**config.mk**
```make
export PLATFORM = sky130hd
export DESIGN_NAME = mem_access_ctrl_flat
export DESIGN_NICKNAME = d
export VERILOG_FILES = /design/src/rtl/mem_access_ctrl_if.sv /design/src/rtl/mem_access_ctrl.sv /design/src/flat_wrapper.sv
export SDC_FILE = /design/constraint.sdc
export NUM_CORES = 1
export LEC_CHECK = 0
export BUFFER_PORTS_ARGS = -buffer_cell sky130_fd_sc_hd__buf_4
export CELL_PAD_IN_SITES_DETAIL_PLACEMENT = 0
export CELL_PAD_IN_SITES_GLOBAL_PLACEMENT = 1
export CORE_MARGIN = 1
export CORE_UTILIZATION = 34
export CTS_CLUSTER_DIAMETER = 100
export DETAILED_ROUTE_END_ITERATION = 16
export GPL_TIMING_DRIVEN = 0
export PLACE_DENSITY_LB_ADDON = 0.1
export SYNTH_ARGS = -nofsm -noshare
export SYNTH_HDL_FRONTEND = slang
export SYNTH_SLANG_ARGS = --single-unit
```
**constraint.sdc**
```tcl
create_clock -name clk -period 2.7 [get_ports clk]
set_input_delay 0.405 -clock clk [delete_from_list [all_inputs] [get_ports clk]]
set_output_delay 0.405 -clock clk [all_outputs]
set_load 0.005 [all_outputs]
```
**src/rtl/mem_access_ctrl_if.sv**
```systemverilog
// Data-memory port between the MEM-stage access controller (master) and the memory (slave).
// A request is held until a single-cycle ack; rdata is valid with ack.
interface mem_access_ctrl_if;
    logic        dmem_req;
    logic        dmem_we;
    logic [31:0] dmem_addr;
    logic [31:0] dmem_wdata;
    logic [3:0]  dmem_be;
    logic [31:0] dmem_rdata;
    logic        dmem_ack;

    modport master (
        output dmem_req, dmem_we, dmem_addr, dmem_wdata, dmem_be,
        input  dmem_rdata, dmem_ack
    );

    modport slave (
        input  dmem_req, dmem_we, dmem_addr, dmem_wdata, dmem_be,
        output dmem_rdata, dmem_ack
    );
endinterface

```
**src/rtl/mem_access_ctrl.sv**
```systemverilog
// MEM-stage data-memory access controller: turns load/store requests into req/ack bus
// transactions, stalls the pipeline meanwhile, and returns size/sign-extended load data.
module mem_access_ctrl #(
    parameter int TIMEOUT_CYCLES = 16,
    parameter int CNT_W          = 5
) (
    input  logic              clk,
    input  logic              rst,
    input  logic              mem_read,
    input  logic              mem_write,
    input  logic [1:0]        mem_size,
    input  logic              mem_unsigned,
    input  logic [31:0]       addr,
    input  logic [31:0]       wdata,
    output logic              stall,
    output logic [31:0]       load_data,
    output logic              load_valid,
    output logic              misaligned,
    output logic              bus_error,
    mem_access_ctrl_if.master bus
);

    typedef enum logic [1:0] {IDLE, BUSY, DONE} state_t;

    localparam logic [CNT_W-1:0] CNT_LAST = CNT_W'(TIMEOUT_CYCLES - 1);

    state_t           state;
    state_t           state_next;
    logic [CNT_W-1:0] cnt;
    logic [1:0]       size_q;
    logic [1:0]       off_q;
    logic             uns_q;
    logic             bus_error_q;
    logic             access;
    logic             aligned;
    logic             start;
    logic             timeout;
    logic [3:0]       be_calc;
    logic [31:0]      wdata_calc;

    function automatic logic [31:0] extend_load(input logic [31:0] word, input logic [1:0] size,
                                                input logic [1:0] off, input logic uns);
        logic [7:0]  b;
        logic [15:0] h;
        b = word[{off, 3'b000} +: 8];
        h = off[1] ? word[31:16] : word[15:0];
        case (size)
            2'b00:   extend_load = uns ? {24'h0, b} : {{24{b[7]}}, b};
            2'b01:   extend_load = uns ? {16'h0, h} : {{16{h[15]}}, h};
            default: extend_load = word;
        endcase
    endfunction

    assign access  = mem_read | mem_write;
    assign timeout = (state == BUSY) && !bus.dmem_ack && (cnt == CNT_LAST);

    always_comb begin
        aligned    = 1'b1;
        be_calc    = 4'b1111;
        wdata_calc = wdata;
        case (mem_size)
            2'b00: begin
                be_calc    = 4'b0001 << addr[1:0];
                wdata_calc = {4{wdata[7:0]}};
            end
            2'b01: begin
                aligned    = ~addr[0];
                be_calc    = addr[1] ? 4'b1100 : 4'b0011;
                wdata_calc = {2{wdata[15:0]}};
            end
            default: aligned = (addr[1:0] == 2'b00);
        endcase
    end

    always_ff @(posedge clk) begin
        if (rst) state <= IDLE;
        else     state <= state_next;
    end

    always_comb begin
        state_next = state;
        stall      = 1'b0;
        misaligned = 1'b0;
        start      = 1'b0;
        case (state)
            IDLE: begin
                if (access && !aligned) begin
                    misaligned = 1'b1;
                end else if (access) begin
                    stall      = 1'b1;
                    start      = 1'b1;
                    state_next = BUSY;
                end
            end
            BUSY: begin
                stall = 1'b1;
                if (bus.dmem_ack || timeout) state_next = DONE;
            end
            DONE:    state_next = IDLE;
            default: state_next = IDLE;
        endcase
        if (rst) begin
            stall      = 1'b0;
            misaligned = 1'b0;
            start      = 1'b0;
        end
    end

    // Request capture, completion and timeout handling.
    always_ff @(posedge clk) begin
        if (rst) begin
            cnt            <= '0;
            size_q         <= '0;
            off_q          <= '0;
            uns_q          <= 1'b0;
            bus_error_q    <= 1'b0;
            load_data      <= '0;
            load_valid     <= 1'b0;
            bus.dmem_req   <= 1'b0;
            bus.dmem_we    <= 1'b0;
            bus.dmem_addr  <= '0;
            bus.dmem_wdata <= '0;
            bus.dmem_be    <= '0;
        end else begin
            case (state)
                IDLE: begin
                    if (start) begin
                        bus.dmem_req   <= 1'b1;
                        bus.dmem_we    <= mem_write;
                        bus.dmem_addr  <= {addr[31:2], 2'b00};
                        bus.dmem_be    <= be_calc;
                        bus.dmem_wdata <= wdata_calc;
                        size_q         <= mem_size;
                        uns_q          <= mem_unsigned;
                        off_q          <= addr[1:0];
                        cnt            <= '0;
                    end
                end
                BUSY: begin
                    if (bus.dmem_ack) begin
                        bus.dmem_req <= 1'b0;
                        load_data    <= bus.dmem_we ? 32'h0
                                        : extend_load(bus.dmem_rdata, size_q, off_q, uns_q);
                        load_valid   <= ~bus.dmem_we;
                    end else if (timeout) begin
                        bus.dmem_req <= 1'b0;
                        load_data    <= '0;
                        bus_error_q  <= 1'b1;
                    end else begin
                        cnt <= cnt + 1'b1;
                    end
                end
                default: begin
                    load_valid  <= 1'b0;
                    bus_error_q <= 1'b0;
                end
            endcase
        end
    end

    assign bus_error = bus_error_q & ~rst;

endmodule
```
**src/flat_wrapper.sv**
```systemverilog
// flat-port wrapper written by rule: the top's interface ports become plain ports
module mem_access_ctrl_flat 
#(
    parameter int TIMEOUT_CYCLES = 16,
    parameter int CNT_W          = 5
)
  (clk, rst, mem_read, mem_write, mem_size, mem_unsigned, addr, wdata, stall, load_data, load_valid, misaligned, bus_error, bus_dmem_req, bus_dmem_we, bus_dmem_addr, bus_dmem_wdata, bus_dmem_be, bus_dmem_rdata, bus_dmem_ack);
  mem_access_ctrl_if bus_i ();
  input  logic clk;
  input  logic rst;
  input  logic mem_read;
  input  logic mem_write;
  input  logic [1:0] mem_size;
  input  logic mem_unsigned;
  input  logic [31:0] addr;
  input  logic [31:0] wdata;
  output logic stall;
  output logic [31:0] load_data;
  output logic load_valid;
  output logic misaligned;
  output logic bus_error;
  output wire logic [$bits(bus_i.dmem_req)-1:0] bus_dmem_req;
  output wire logic [$bits(bus_i.dmem_we)-1:0] bus_dmem_we;
  output wire logic [$bits(bus_i.dmem_addr)-1:0] bus_dmem_addr;
  output wire logic [$bits(bus_i.dmem_wdata)-1:0] bus_dmem_wdata;
  output wire logic [$bits(bus_i.dmem_be)-1:0] bus_dmem_be;
  input wire logic [$bits(bus_i.dmem_rdata)-1:0] bus_dmem_rdata;
  input wire logic [$bits(bus_i.dmem_ack)-1:0] bus_dmem_ack;
  assign bus_dmem_req = bus_i.dmem_req;
  assign bus_dmem_we = bus_i.dmem_we;
  assign bus_dmem_addr = bus_i.dmem_addr;
  assign bus_dmem_wdata = bus_i.dmem_wdata;
  assign bus_dmem_be = bus_i.dmem_be;
  assign bus_i.dmem_rdata = bus_dmem_rdata;
  assign bus_i.dmem_ack = bus_dmem_ack;
  mem_access_ctrl #(.TIMEOUT_CYCLES(TIMEOUT_CYCLES), .CNT_W(CNT_W)) u_core (.clk(clk), .rst(rst), .mem_read(mem_read), .mem_write(mem_write), .mem_size(mem_size), .mem_unsigned(mem_unsigned), .addr(addr), .wdata(wdata), .stall(stall), .load_data(load_data), .load_valid(load_valid), .misaligned(misaligned), .bus_error(bus_error), .bus(bus_i));
endmodule
```
# Yosys cells after proc, flatten, opt, wreduce, memory -nomap -nowiden
# Cells that the tools add are included.
# word_totals
reg_bits,114
inputBits,104
wordCells,91
# op_classes
n_addsub,1
n_eq_ne,13
n_shift,2
n_mux,37
n_bitwise,6
n_reduce_logical,19
# ops
operator,n
$mux W32,5
$pmux W32 S2,2
$shiftx A32 B6 Y8,1
$mux W16,1
$mux W5,3
$mux W1,14
$ne A2 B2 Y1 const B,5
$pmux W1 S2,5
$pmux W5 S2,1
$reduce_and A3 Y1,3
$logic_not A2 Y1,4
$pmux W4 S2,1
$eq A2 B1 Y1 const B,3
$mux W2,3
$ne A2 B1 Y1 const B,3
$reduce_and A2 Y1,3
$add A5 B1 Y5 const B,1
$eq A5 B4 Y1 const B,1
$mux W4,1
$not A1 Y1,4
$pmux W2 S2,1
$reduce_and A4 Y1,1
$reduce_bool A2 Y1,2
$shl A1 B2 Y4 const A,1
other kinds (6),9

# Logic depth before layout (Yosys ltp)
# logic_depth
word_depth,9
mapped_depth,8
mapped_depth_nobuf,7

# Least setup slack after synthesis
# Ideal clock, no wire load.
# synth_timing
path_kind,register to register
from,reg u_core.cnt[0]
to,reg u_core.load_data[25]
setup_ns,0.059
arrival_time_ns,1.886
t_required_ns,2.641
setup_slack_ns,0.755
stages_incl_launch_ff,9
path_buffers,2
cell_sequence,dfxtp_1 -> ha_1 -> and3_1 -> ha_1 -> o21ai_0 -> nor2b_1 -> clkbuf_1 -> clkbuf_1 -> a221o_1
# synth_between
elab_chain_len,4
# synth_rtl
item,line,rtl
start: declaration,mem_access_ctrl.sv:29,logic [CNT_W-1:0] cnt;
start signal: assignment,mem_access_ctrl.sv:150,cnt <= cnt + 1'b1;
$eq A5 B4 Y1,mem_access_ctrl.sv:55,assign timeout = (state == BUSY) && !bus.dmem_ack && (cnt == CNT_LAST);
$logic_and A1 B1 Y1,mem_access_ctrl.sv:55,
$reduce_bool A2 Y1 (no source line),-,
$reduce_and A2 Y1 (no source line),-,
end signal: assignment,mem_access_ctrl.sv:142,load_data <= bus.dmem_we ? 32'h0
end: declaration,mem_access_ctrl.sv:16,"output logic [31:0] load_data,"
# No other way between the ends.
# A chain may end at the register's enable or synchronous reset.

# Worst setup path in the final report
# layout_timing
from,reg u_core.cnt[0]
to,reg u_core.load_data[27]
# Same word-level chain as after synthesis.

==> reports/qor.yml <==
worst_hold_path:
  worstHoldPathCells: 2
  hold_class: "input pin to flop"
  hold_end: "u_core.bus.dmem_wdata[20]"
  hp-start: "wdata[20]"
global_routing:
  grt_usage_pct: 21.8
  grt_first_pass_wirelength_mm: 24.9
  grt.overflow.total: 0
  grt_pass1_vias: 4758
  grt_max_degree: 17
  antenna_found_initial: 0
die:
  start_util_pct: 35.2
  io_pins: 210
  coreArea_um2: 14000
  dieArea_um2: 15000
  die_h_um: 122
  die_x_um: 122
  rows: 43
final_layout:
  nets: 900
  final_common_cell: "buf_4"
  drive_gt1_share_pct: 32.9
  syn_to_final_growth_pct: 47.6
  antennaDiodeCount: 0
  design_area_um2: 7260
  fin_cells: 986
  layout_common_cells: "buf_4, nand2_1, dfxtp_1"
  fill_cells: 1374
clocking:
  cts_tree: "done"
  numCtsBuffers: 17
  cts_resized: 0
  clock_sinks: 114
  post_cts_buffers: 0
  clk_latency_ps: 410
  cts.hold.buffers_added: 0
  cts.clk_slew.worst_paths_ps: 50
  htreeDepth: 4
  clock_path_buffers: 2
  cts-root-buf: "clkbuf_16"
route:
  drtPass1Iterations: 8
  wl_per_cell_um: 16.3
  routed_wl_mm: 16.1
  vias: 5036
  drt_drc_violations_left: 0
  via_per_inst: 5.11
  drtIter0Drc: 259
  ant_nets: 0
place:
  place_area_um2: 6710
  dp_hpwl_mm: 12.1
  place.gp.congestion: 0.819
  portBuffers: 207
  placed_cells: 955
sta:
  post-route-period-util_pct: 89.9
  hold_viol_final: 0
  worst_pin_slew_ps: 783
  slew_violations: 0
  period_needed_ps: 2430
  fmax_mhz: 412
  maxSlewHeadroom_pct: 47.6
  setup_tns_ps: 0
  rsz0062_at_grt: "false"
  finalSetupViolCount: 0
  finalClockSkew_ps: 5.85
worst_setup_path:
  ff2ff_path_depth: 8
  worstPathMaxFanout: 10
  crit_arrival_ps: 2780
  reg2reg_to: "u_core.load_data[27]"
  r2r_setup_slack_ps: 270
  critPathLaunchType: "flop"
  cp-end-kind: "flop"
  worstPathRequired_ps: 3050
  crit_type: "flop to flop"
  rr_startpoint: "u_core.cnt[0]"
synth:
  synth_ff_type: "dfxtp_1"
  ys_ff_latch: 114
  yosysWarnings: 0
  syn_avg_cell_area_um2: 8.68
  syn_area_um2: 4920
  seq_area_frac_synth_pct: 46.4
  async_flop_share_pct: 0
  synth_cell_types: 49
  synth_edf_count: 0
  syn_inst: 567
power_and_ir_drop:
  ir_drop_uv: 378
  powerDensity_nw_per_um2: 643
  power_leakage_nw: 3.16
run:
  drv_cap: 0
run_status:
  status: "finished clean"
[how the worst max path moves through the flow]
stage | start | end | slack [ps] | cells after the start
after floorplan | u_core.cnt[0] | u_core.load_data[25] | 760 | 8
after global placement | u_core.cnt[0] | u_core.load_data[28] | 290 | 8
after detailed placement | u_core.cnt[0] | u_core.load_data[27] | 290 | 8
after CTS | u_core.cnt[0] | u_core.load_data[27] | 290 | 8
after global routing | u_core.cnt[0] | u_core.load_data[26] | 80 | 8
final | u_core.cnt[0] | u_core.load_data[27] | 270 | 8
[critical path, stage by stage (launching register included)]
cell and delay [ps]:
dfxtp_1 330, ha_1 210, and3_1 190, ha_1 230
o21ai_0 300, nor2b_1 180, clkbuf_1 240, clkbuf_1 450
a221o_1 240
[layer usage]
layer,vias to the layer above,GRT usage (%),share of wire [%]
met3,18,5.53,6.4
met1,2370,28.6,46
met2,170,34.4,46
li1,2478,-,-
met4,0,8.00,1.6
met5,-,0,0
[report_power, final]
group,switching [mW],internal (mW)
logic,0.345,0.362
clock network,0.746,1.37
registers,0.0575,1.78
[flip-flops by register name (all words and copies together), names as in the netlist, 2 cells and up]
signal / cells
u_core.cnt: 5
u_core.load_data: 32
u_core.bus.dmem_addr: 30
u_core.size_q: 2
u_core.state: 2
u_core.bus.dmem_be: 4
u_core.off_q: 2
u_core.bus.dmem_wdata: 32
[area by class of cell]
class	instances	area, um2	area share (%)
timing repair buffer	207	1550	21.4
clock buffer	26	509	7.01
inverter	4	15.0	0.207
multi-input combinational	400	2410	33.2
tap	180	225	3.10
clock inverter	5	50.0	0.689
buffer	50	220	3.03
sequential	114	2280	31.4
[per-stage QoR]
stage	power [mW]	hold WS, ps	util [%]	setup WS, ps
2_1_floorplan	2.20	429	-	755
5_1_grt	4.87	215	51.9	78.5
3_5_place_dp	2.58	451	47.9	286
6_report	4.67	213	51.9	272
4_1_cts	4.71	200	51.9	294
3_3_place_gp	2.57	444	47.9	292
[cell families after synthesis]
kind of cell	after synthesis	synth area share, %
simple gates	215	20.8
compound gates	153	21.6
flops	114	46.4
buf+inv	54	4.78
mux	26	5.52
fa+ha+maj	2	0.508
xor+xnor	2	0.356
other cells	1	0.0762
[cell usage after synthesis (all sizes together) (8+ instances only)]
| cell | instances | area share (%) |
|---|---|---|
| buf | 15 | 1.8 |
| o21ai | 26 | 2.6 |
| a221o | 24 | 4.9 |
| a21oi | 59 | 6.0 |
| nand2b | 11 | 1.4 |
| nor3b | 10 | 1.5 |
| nor2b | 13 | 1.7 |
| a22o | 8 | 1.4 |
| nand2 | 122 | 9.3 |
| nor2 | 28 | 2.1 |
| dfxtp | 114 | 46 |
| mux2 | 9 | 2.1 |
| clkbuf | 35 | 2.7 |
| a311oi | 9 | 1.6 |
| nor3 | 10 | 1.0 |
| mux2i | 17 | 3.5 |
(Power assumes the default switching activity.)
